$ cat src/rtl/pa_dcache_data_ctrl_pkg.sv
// Shared LSU definitions for the dcache data-array controller: FSM states,
// default geometry and the idle (inactive) levels of the active-low SRAM pins.
package pa_dcache_data_ctrl_pkg;

  localparam int DC_IDX_WIDTH  = 12;
  localparam int DC_LINE_WORDS = 4;

  typedef enum logic [1:0] {
    ST_IDLE = 2'd0,
    ST_RFL  = 2'd1,
    ST_WB   = 2'd2
  } data_state_e;

  localparam logic        SRAM_CEN_IDLE  = 1'b1;
  localparam logic        SRAM_GWEN_IDLE = 1'b1;
  localparam logic [31:0] SRAM_WEN_IDLE  = 32'hFFFF_FFFF;

  localparam logic RD_OWNER_LD = 1'b0;
  localparam logic RD_OWNER_WB = 1'b1;

  // Byte enables (active-high) to SRAM bit write enables (active-low).
  function automatic logic [31:0] be_to_wen(input logic [3:0] be);
    logic [31:0] wen;
    for (int k = 0; k < 4; k++) begin
      wen[8*k +: 8] = {8{~be[k]}};
    end
    return wen;
  endfunction

endpackage

$ cat src/rtl/pa_dcache_data_arb.sv
// Single-grant priority arbiter for the data array (rfl > wb > st > ld) with a
// saturating counter that promotes a load above stores after repeated losses.
module pa_dcache_data_arb #(
  parameter int STARVE_LIMIT = 4
) (
  input  logic clk,
  input  logic rst,
  input  logic arb_en,
  input  logic rfl_req,
  input  logic wb_req,
  input  logic st_req,
  input  logic ld_req,
  output logic gnt_rfl,
  output logic gnt_wb,
  output logic gnt_st,
  output logic gnt_ld
);

  localparam int SW = $clog2(STARVE_LIMIT + 1);

  logic [SW-1:0] starve_q, starve_d;
  logic          ld_promote;

  assign ld_promote = (starve_q == SW'(STARVE_LIMIT));

  always_comb begin
    gnt_rfl = 1'b0;
    gnt_wb  = 1'b0;
    gnt_st  = 1'b0;
    gnt_ld  = 1'b0;
    if (arb_en) begin
      if (rfl_req)                              gnt_rfl = 1'b1;
      else if (wb_req)                          gnt_wb  = 1'b1;
      else if (ld_req && (ld_promote || !st_req)) gnt_ld = 1'b1;
      else if (st_req)                          gnt_st  = 1'b1;
    end
  end

  always_comb begin
    starve_d = starve_q;
    if (!ld_req || gnt_ld)          starve_d = '0;
    else if (gnt_st && !ld_promote) starve_d = starve_q + SW'(1);
  end

  always_ff @(posedge clk) begin
    if (rst) starve_q <= '0;
    else     starve_q <= starve_d;
  end

endmodule

$ cat src/rtl/pa_dcache_data_ctrl.sv
// Data-array sequencer: arbitrates refill/write-back bursts and single store/load
// accesses onto the single-port SRAM and steers read data back to its owner.
module pa_dcache_data_ctrl
  import pa_dcache_data_ctrl_pkg::*;
#(
  parameter int IDX_WIDTH    = DC_IDX_WIDTH,
  parameter int LINE_WORDS   = DC_LINE_WORDS,
  parameter int STARVE_LIMIT = 4
) (
  input  logic                 forever_cpuclk,
  input  logic                 cpurst,
  input  logic                 ld_req,
  input  logic [IDX_WIDTH-1:0] ld_idx,
  output logic                 ld_gnt,
  output logic                 ld_data_vld,
  output logic [31:0]          ld_data,
  input  logic                 st_req,
  input  logic [IDX_WIDTH-1:0] st_idx,
  input  logic [3:0]           st_be,
  input  logic [31:0]          st_data,
  output logic                 st_gnt,
  input  logic                 rfl_req,
  input  logic [IDX_WIDTH-1:0] rfl_idx,
  input  logic                 rfl_data_vld,
  input  logic [31:0]          rfl_data,
  output logic                 rfl_gnt,
  output logic                 rfl_done,
  input  logic                 wb_req,
  input  logic [IDX_WIDTH-1:0] wb_idx,
  output logic                 wb_gnt,
  output logic                 wb_data_vld,
  output logic [31:0]          wb_data,
  output logic                 wb_done,
  input  logic [31:0]          data_dout,
  output logic                 data_clk_en,
  output logic                 data_cen,
  output logic                 data_gwen,
  output logic [31:0]          data_wen,
  output logic [31:0]          data_din,
  output logic [IDX_WIDTH-1:0] data_idx
);

  localparam int LWB = $clog2(LINE_WORDS);
  localparam int BW  = IDX_WIDTH - LWB;

  data_state_e    state_q, state_d;
  logic [LWB-1:0] cnt_q, cnt_d;
  logic [BW-1:0]  base_q, base_d;
  logic           rd_vld_q, rd_vld_d;
  logic           rd_owner_q, rd_owner_d;
  logic           rd_last_q, rd_last_d;
  logic           gnt_rfl, gnt_wb, gnt_st, gnt_ld;
  logic           unused_idx_lsb;

  assign unused_idx_lsb = ^{rfl_idx[LWB-1:0], wb_idx[LWB-1:0]};

  pa_dcache_data_arb #(
    .STARVE_LIMIT(STARVE_LIMIT)
  ) u_arb (
    .clk     (forever_cpuclk),
    .rst     (cpurst),
    .arb_en  ((state_q == ST_IDLE) && !cpurst),
    .rfl_req (rfl_req),
    .wb_req  (wb_req),
    .st_req  (st_req),
    .ld_req  (ld_req),
    .gnt_rfl (gnt_rfl),
    .gnt_wb  (gnt_wb),
    .gnt_st  (gnt_st),
    .gnt_ld  (gnt_ld)
  );

  always_comb begin
    state_d    = state_q;
    cnt_d      = cnt_q;
    base_d     = base_q;
    rd_vld_d   = 1'b0;
    rd_owner_d = RD_OWNER_LD;
    rd_last_d  = 1'b0;
    data_cen   = SRAM_CEN_IDLE;
    data_gwen  = SRAM_GWEN_IDLE;
    data_wen   = SRAM_WEN_IDLE;
    data_din   = '0;
    data_idx   = '0;
    ld_gnt     = 1'b0;
    st_gnt     = 1'b0;
    rfl_gnt    = 1'b0;
    wb_gnt     = 1'b0;
    rfl_done   = 1'b0;
    if (!cpurst) begin
      case (state_q)
        ST_IDLE: begin
          if (gnt_rfl) begin
            rfl_gnt = 1'b1;
            base_d  = rfl_idx[IDX_WIDTH-1:LWB];
            cnt_d   = '0;
            state_d = ST_RFL;
          end else if (gnt_wb) begin
            // Word 0 is read in the grant cycle so the burst is back-to-back.
            wb_gnt     = 1'b1;
            data_cen   = 1'b0;
            data_idx   = {wb_idx[IDX_WIDTH-1:LWB], {LWB{1'b0}}};
            rd_vld_d   = 1'b1;
            rd_owner_d = RD_OWNER_WB;
            base_d     = wb_idx[IDX_WIDTH-1:LWB];
            cnt_d      = LWB'(1);
            state_d    = ST_WB;
          end else if (gnt_st) begin
            st_gnt    = 1'b1;
            data_cen  = (st_be == 4'b0000);
            data_gwen = 1'b0;
            data_wen  = be_to_wen(st_be);
            data_din  = st_data;
            data_idx  = st_idx;
          end else if (gnt_ld) begin
            ld_gnt     = 1'b1;
            data_cen   = 1'b0;
            data_idx   = ld_idx;
            rd_vld_d   = 1'b1;
            rd_owner_d = RD_OWNER_LD;
          end
        end
        ST_RFL: begin
          if (rfl_data_vld) begin
            data_cen  = 1'b0;
            data_gwen = 1'b0;
            data_wen  = '0;
            data_din  = rfl_data;
            data_idx  = {base_q, cnt_q};
            cnt_d     = cnt_q + LWB'(1);
            if (cnt_q == LWB'(LINE_WORDS - 1)) begin
              rfl_done = 1'b1;
              state_d  = ST_IDLE;
            end
          end
        end
        ST_WB: begin
          data_cen   = 1'b0;
          data_idx   = {base_q, cnt_q};
          rd_vld_d   = 1'b1;
          rd_owner_d = RD_OWNER_WB;
          cnt_d      = cnt_q + LWB'(1);
          if (cnt_q == LWB'(LINE_WORDS - 1)) begin
            rd_last_d = 1'b1;
            state_d   = ST_IDLE;
          end
        end
        default: state_d = ST_IDLE;
      endcase
    end
  end

  assign data_clk_en = ~data_cen;
  assign ld_data_vld = rd_vld_q && (rd_owner_q == RD_OWNER_LD);
  assign wb_data_vld = rd_vld_q && (rd_owner_q == RD_OWNER_WB);
  assign wb_done     = wb_data_vld && rd_last_q;
  assign ld_data     = ld_data_vld ? data_dout : '0;
  assign wb_data     = wb_data_vld ? data_dout : '0;

  always_ff @(posedge forever_cpuclk) begin
    if (cpurst) begin
      state_q    <= ST_IDLE;
      cnt_q      <= '0;
      base_q     <= '0;
      rd_vld_q   <= 1'b0;
      rd_owner_q <= RD_OWNER_LD;
      rd_last_q  <= 1'b0;
    end else begin
      state_q    <= state_d;
      cnt_q      <= cnt_d;
      base_q     <= base_d;
      rd_vld_q   <= rd_vld_d;
      rd_owner_q <= rd_owner_d;
      rd_last_q  <= rd_last_d;
    end
  end

endmodule

$ cat config.mk
export PLATFORM = sky130hd
export DESIGN_NAME = pa_dcache_data_ctrl
export DESIGN_NICKNAME = d
export VERILOG_FILES = /design/src/rtl/pa_dcache_data_ctrl_pkg.sv /design/src/rtl/pa_dcache_data_arb.sv /design/src/rtl/pa_dcache_data_ctrl.sv
export SDC_FILE = /design/constraint.sdc
export NUM_CORES = 1
export LEC_CHECK = 0
export CORE_AREA = 2 2 120 122
export CTS_BUF_LIST = sky130_fd_sc_hd__clkbuf_16
export DETAILED_ROUTE_END_ITERATION = 7
export DIE_AREA = 0 0 122 124
export GPL_TIMING_DRIVEN = 0
export PLACE_DENSITY = 0.56
export SYNTH_ARGS = -nofsm -noshare
export SYNTH_HDL_FRONTEND = slang
export SYNTH_SLANG_ARGS = --single-unit
export TNS_END_PERCENT = 10
$ cat constraint.sdc
create_clock -name forever_cpuclk -period 4.17 [get_ports forever_cpuclk]
set_clock_uncertainty 0.15 [all_clocks]
set_input_delay 0.834 -clock forever_cpuclk [delete_from_list [all_inputs] [get_ports forever_cpuclk]]
set_output_delay 0.834 -clock forever_cpuclk [all_outputs]
set_load 0.01 [all_outputs]
Yosys cells after proc, flatten, opt, wreduce, memory -nomap -nowiden

Index checks and enable logic that the tools add are counted.

Input bits: 155
Output and inout port bits: 151
Bits in registers: 20
Word-level logic and storage cells: 127

Reduce and logical (&&, ||, !) cells: 21
Add/subtract/negate cells: 2
Multiplexer cells: 84
Equal/unequal tests: 6
Bitwise logic cells: 7

Operator list:

| cell                  | number |
|---|---|
| $mux W32              | 12 |
| $pmux W32 S2          | 2 |
| $mux W12              | 6 |
| $mux W1               | 48 |
| $pmux W12 S3          | 1 |
| $mux W10              | 2 |
| $mux W2               | 7 |
| $pmux W2 S3           | 2 |
| $not A1 Y1            | 7 |
| $logic_and A1 B1 Y1   | 6 |
| $pmux W1 S2           | 3 |
| $eq A2 B2 Y1 const B  | 2 |
| $logic_not A1 Y1      | 4 |
| $logic_not A4 Y1      | 1 |
| $reduce_and A2 Y1     | 2 |
| $reduce_or A2 Y1      | 2 |
| $add A3 B1 Y3 const B | 1 |
| $eq A3 B3 Y1 const B  | 1 |
| $ne A3 B3 Y1 const B  | 1 |
| $pmux W1 S3           | 1 |
| $reduce_and A3 Y1     | 1 |
| $reduce_bool A3 Y1    | 1 |
| $add A2 B1 Y2 const B | 1 |
| $eq A2 B1 Y1 const B  | 1 |
| other kinds (4)       | 5 |

Depth between registers and ports, before layout

Depth in word-level cells: 14
Gate-level depth with buffers: 9

By module

A second synthesis with hierarchy kept.

Cell total of the unflattened synthesis: 393
Area, all modules: 2,790.2 sq um

By module, submodules not included:

| module              | times used | area each (sq um) | cells each |
|---|---|---|---|
| pa_dcache_data_ctrl | 1          | 2,562.5           | 365 |
| pa_dcache_data_arb  | 1          | 227.7             | 28 |

Worst setup path after synthesis

OpenSTA, ideal clock, no wires.

Path kind: input to output
From: input cpurst
To: output data_wen[10]
Required time: 3.186 ns
Path buffers: 3
Arrival: 2.044 ns
Path slack: 1.142 ns
Cell stages on the path: 7
Path through: nor4b_4 > and3_1 > buf_2 > buf_6 > nand2_1 > a21o_1 > buf_4

Cells in the longest elaborated chain, start to end: 8

Ends and longest elaborated chain:

| element             | RTL line                   | RTL |
|---|---|---|
| from (decl)         | pa_dcache_data_ctrl.sv:11  | `input logic cpurst,` |
| $logic_not A1 Y1    | -                          |  |
| $logic_and A1 B1 Y1 | pa_dcache_data_ctrl.sv:62  | `.arb_en ((state_q == ST_IDLE) && !cpurst),` |
| $mux W1             | pa_dcache_data_arb.sv:31   | `if (arb_en) begin` |
| $mux W32            | pa_dcache_data_ctrl.sv:108 | `end else if (gnt_st) begin` |
| $mux W32            | pa_dcache_data_ctrl.sv:98  | `end else if (gnt_wb) begin` |
| $mux W32            | pa_dcache_data_ctrl.sv:93  | `if (gnt_rfl) begin` |
| $pmux W32 S2        | pa_dcache_data_ctrl.sv:91  | `case (state_q)` |
| $mux W32 *          | pa_dcache_data_ctrl.sv:90  | `if (!cpurst) begin` |
| to (decl)           | pa_dcache_data_ctrl.sv:38  | `output logic [31:0] data_wen,` |

Mark *: on every way between the ends. The rest lies on a longest branch, timed or not.

Worst setup path in the final report

From: input rfl_data_vld
To: output data_idx[4]

Cells in the longest elaborated chain, start to end: 3

Ends and longest elaborated chain:

| element      | RTL line                   | RTL |
|---|---|---|
| from (decl)  | pa_dcache_data_ctrl.sv:24  | `input logic rfl_data_vld,` |
| $mux W12     | pa_dcache_data_ctrl.sv:124 | `if (rfl_data_vld) begin` |
| $pmux W12 S3 | pa_dcache_data_ctrl.sv:91  |  |
| $mux W12     | pa_dcache_data_ctrl.sv:90  |  |
| to (decl)    | pa_dcache_data_ctrl.sv:40  | `output logic [IDX_WIDTH-1:0] data_idx` |

Every way passes these cells.

==> run summary <==
Switching power -> 0.268 mW
Required time worst endpoint -> 3190 ps
Min Clock Period, post-route -> 4030 ps
EDFF count, synth -> 0
Reg2Reg Setup Slack -> 2020 ps
Reg2reg path depth -> 7
Slew Limit Fails -> 0
Die W -> 122 um
Comb power frac -> 54.2%
DP Area -> 5690 sq um
Crit share post-route -> 96.7%
Most used DFF post-synth -> dfxtp_1
Synth top area share -> 16.3%
Post-synthesis sequential area ratio -> 16.3%
Critical path launch point type -> primary input
Hold WC Path Type -> flip-flop to flip-flop
Hold Vio Cnt, Final -> 0
CTS max path bufs -> 2
Switching portion of total power -> 29.9%
# H-tree levels -> 1
WL/cell -> 16.1 um
Placed instance count -> 825
Crit Reg-Reg Startpoint -> state_q[1]$_SDFFE_PP0P_
Leakage -> 2.26 nW
Wirelength, routed -> 13.3 mm
CTS tree -> yes
Num CTS Buffers -> 3
Initial DRC Count -> 301
CP Max Fanout -> 10
Antenna violations before repair -> 0
Worst hold margin -> 355 ps
DRC errors left -> 0
Final Power -> 0.895 mW
Final WS setup -> 139 ps
Yosys reg bits -> 20
Syn Nets -> 506
Finish-stage setup viols -> 0
Die Y -> 124 um
Sum of negative setup slack -> 0 ps
Synth-to-Final Area Change -> 136%
Worst hold endpoint -> base_q[2]$_SDFFE_PP0P_
Largest net degree at the start of global routing -> 11
Vias per cell -> 4.55
Slew HR -> 63.5%
Peak VDD IR -> 0.000120 V
Hold path depth -> 2
Fin cells -> 828
DRT Pass-1 Iters -> 4
Least-Margin Pin Slew -> 547 ps
Synth Area per Inst -> 7.13 sq um
Critical path arrival -> 3050 ps
Max Freq -> 248 MHz
Dpl ws -> -173 ps
Root Driver -> clkbuf_16
Number of global-route vias before repair -> 3,652
Gr ovfl total -> 0
Power per cell area -> 155 nW/um^2
Post-route ant nets -> 0
Crit path kind -> primary input to output pin
Layout cells sized above 1 -> 8.64%
Vias -> 3,767
Util after Layout -> 42.2%
DP HPWL -> 11.3 mm
Met1 WL -> 4.58 mm
Clock transition at path regs -> 60 ps
Final nets -> 812
Core area -> 13,700 sq um
Top post-synthesis cells by area -> dfxtp_1 (16%), a22oi_1 (9.8%), buf_4 (9.8%)
Most frequent cell after synthesis -> nor2_1
RSZ-0062 raised after global routing -> no
Yosys cell types -> 37
Worst Setup End Kind -> output pin
Starting density of the core -> 17.9%
Cell area after layout -> 5780 sq um
Clock power frac -> 22.1%
Met3 wire len -> 1.47 mm
Internal power -> 0.627 mW
Die area -> 15,100 sq um
R2r endpoint -> state_q[0]$_SDFFE_PP0P_
N_diodes -> 0
PortBufs -> 301
GPL Wtd Cong -> 0.771
Syn Std Cell Area -> 2450 sq um
Top layer used by detailed routing -> met4
Post-synth ARST share -> 0%
Synth Warn # -> 0
Post-Synthesis Cells -> 344
# IOs -> 306
Met2 Wirelength -> 7.12 mm
Status -> finished, final reports clean
GRT Total Usage -> 15.8%
Hold buffers post-CTS -> 0
Clock Sinks -> 20
Sequential share of power -> 23.7%
First-pass GRT wire length -> 19.1 mm
Max cap viols -> 0
Clock Latency Late Sink -> 250 ps
Synth area leader -> dfxtp_1
Hold Startpoint -> base_q[2]$_SDFFE_PP0P_
FP Rows -> 43
Top cells by count, synth -> nor2_1 (50), and2_1 (35), and3_1 (35)
## cell families after synthesis
| family | share of synthesized area (%) |
|---|---|
| multiplexers | 0.408 |
| AO/OA/AOI/OAI | 27.1 |
| XOR/XNOR | 0.714 |
| flip-flops | 16.3 |
| adder cells (fa/ha/maj) | 3.57 |
| buffers and inverters | 17.4 |
| AND/OR/NAND/NOR | 34.4 |
## placed cells by master, fill, tap and decap left out, drive strengths merged, types with 3 or more instances in the layout
cell type	netlist	layout
a21o	6	6
a21oi	15	15
a222oi	22	22
a22oi	32	32
and2	35	35
and3	35	35
buf	41	41
clkbuf	21	24
clkdlybuf4s50	0	298
dfxtp	20	20
ha	7	7
inv	7	7
nand2	15	15
nand3	5	5
nor2	50	50
o21ai	3	3
o21bai	3	3
or2	4	4
## critical path, cell delays in order
cell	delay, ps
clkdlybuf4s50_1	420
and2_2	270
or2_2	330
buf_2	210
a222oi_1	350
a21oi_1	120
clkdlybuf4s50_1	510
## worst max path at each step
stage | start | endpoint | slack [ps] | cells past startpoint
floorplan | cpurst | data_wen[10] | 1140 | 7
global placement | cpurst | data_wen[22] | -160 | 9
detailed placement | cpurst | data_wen[27] | -170 | 9
CTS | rfl_data_vld | data_idx[4] | -3 | 8
global route | rfl_data_vld | data_idx[4] | 2 | 7
finish | rfl_data_vld | data_idx[4] | 140 | 7
## power groups by stage
stage / clock (mW) / sequential, mW / combinational, mW
final: 0.197 / 0.212 / 0.485
after global routing: 0.210 / 0.214 / 0.523
after CTS: 0.202 / 0.213 / 0.488
after detailed placement: 0 / 0.217 / 0.486
after global placement: 0 / 0.216 / 0.484
after floorplan: 0 / 0.213 / 0.186
## state kept, by name (all words and copies together), names as in the netlist
register	flops
state_q	2
base_q	10
cnt_q	2
rd_vld_q	1
u_arb.starve_q	3
rd_owner_q	1
rd_last_q	1
## layer usage
| layer | global-route usage [%] | up-vias |
|---|---|---|
| met2 | 31.3 | 213 |
| met1 | 16.5 | 1712 |
| met5 | 0 | - |
| met4 | 3.66 | 0 |
| li1 | - | 1834 |
| met3 | 4.21 | 8 |
## repair_timing
action / 4_1_cts / 5_1_grt
pin swaps: 1 / 2
resized for setup: 1 / 8
buffers inserted: 1 / 0
setup endpoints to repair: 56 / 44
hold endpoints to repair: 0 / 0
## cell type report
| cell class | count | area, sq um |
|---|---|---|
| clock buffers | 3 | 75.1 |
| multi-input cells | 255 | 1630 |
| flip-flops and latches | 20 | 400 |
| plain buffers | 61 | 400 |
| inverters | 7 | 26.3 |
| well taps | 180 | 225 |
| repair buffers | 302 | 3020 |
| fillers | 1455 | 7940 |
No activity file was read; power rests on OpenSTA's default activity.
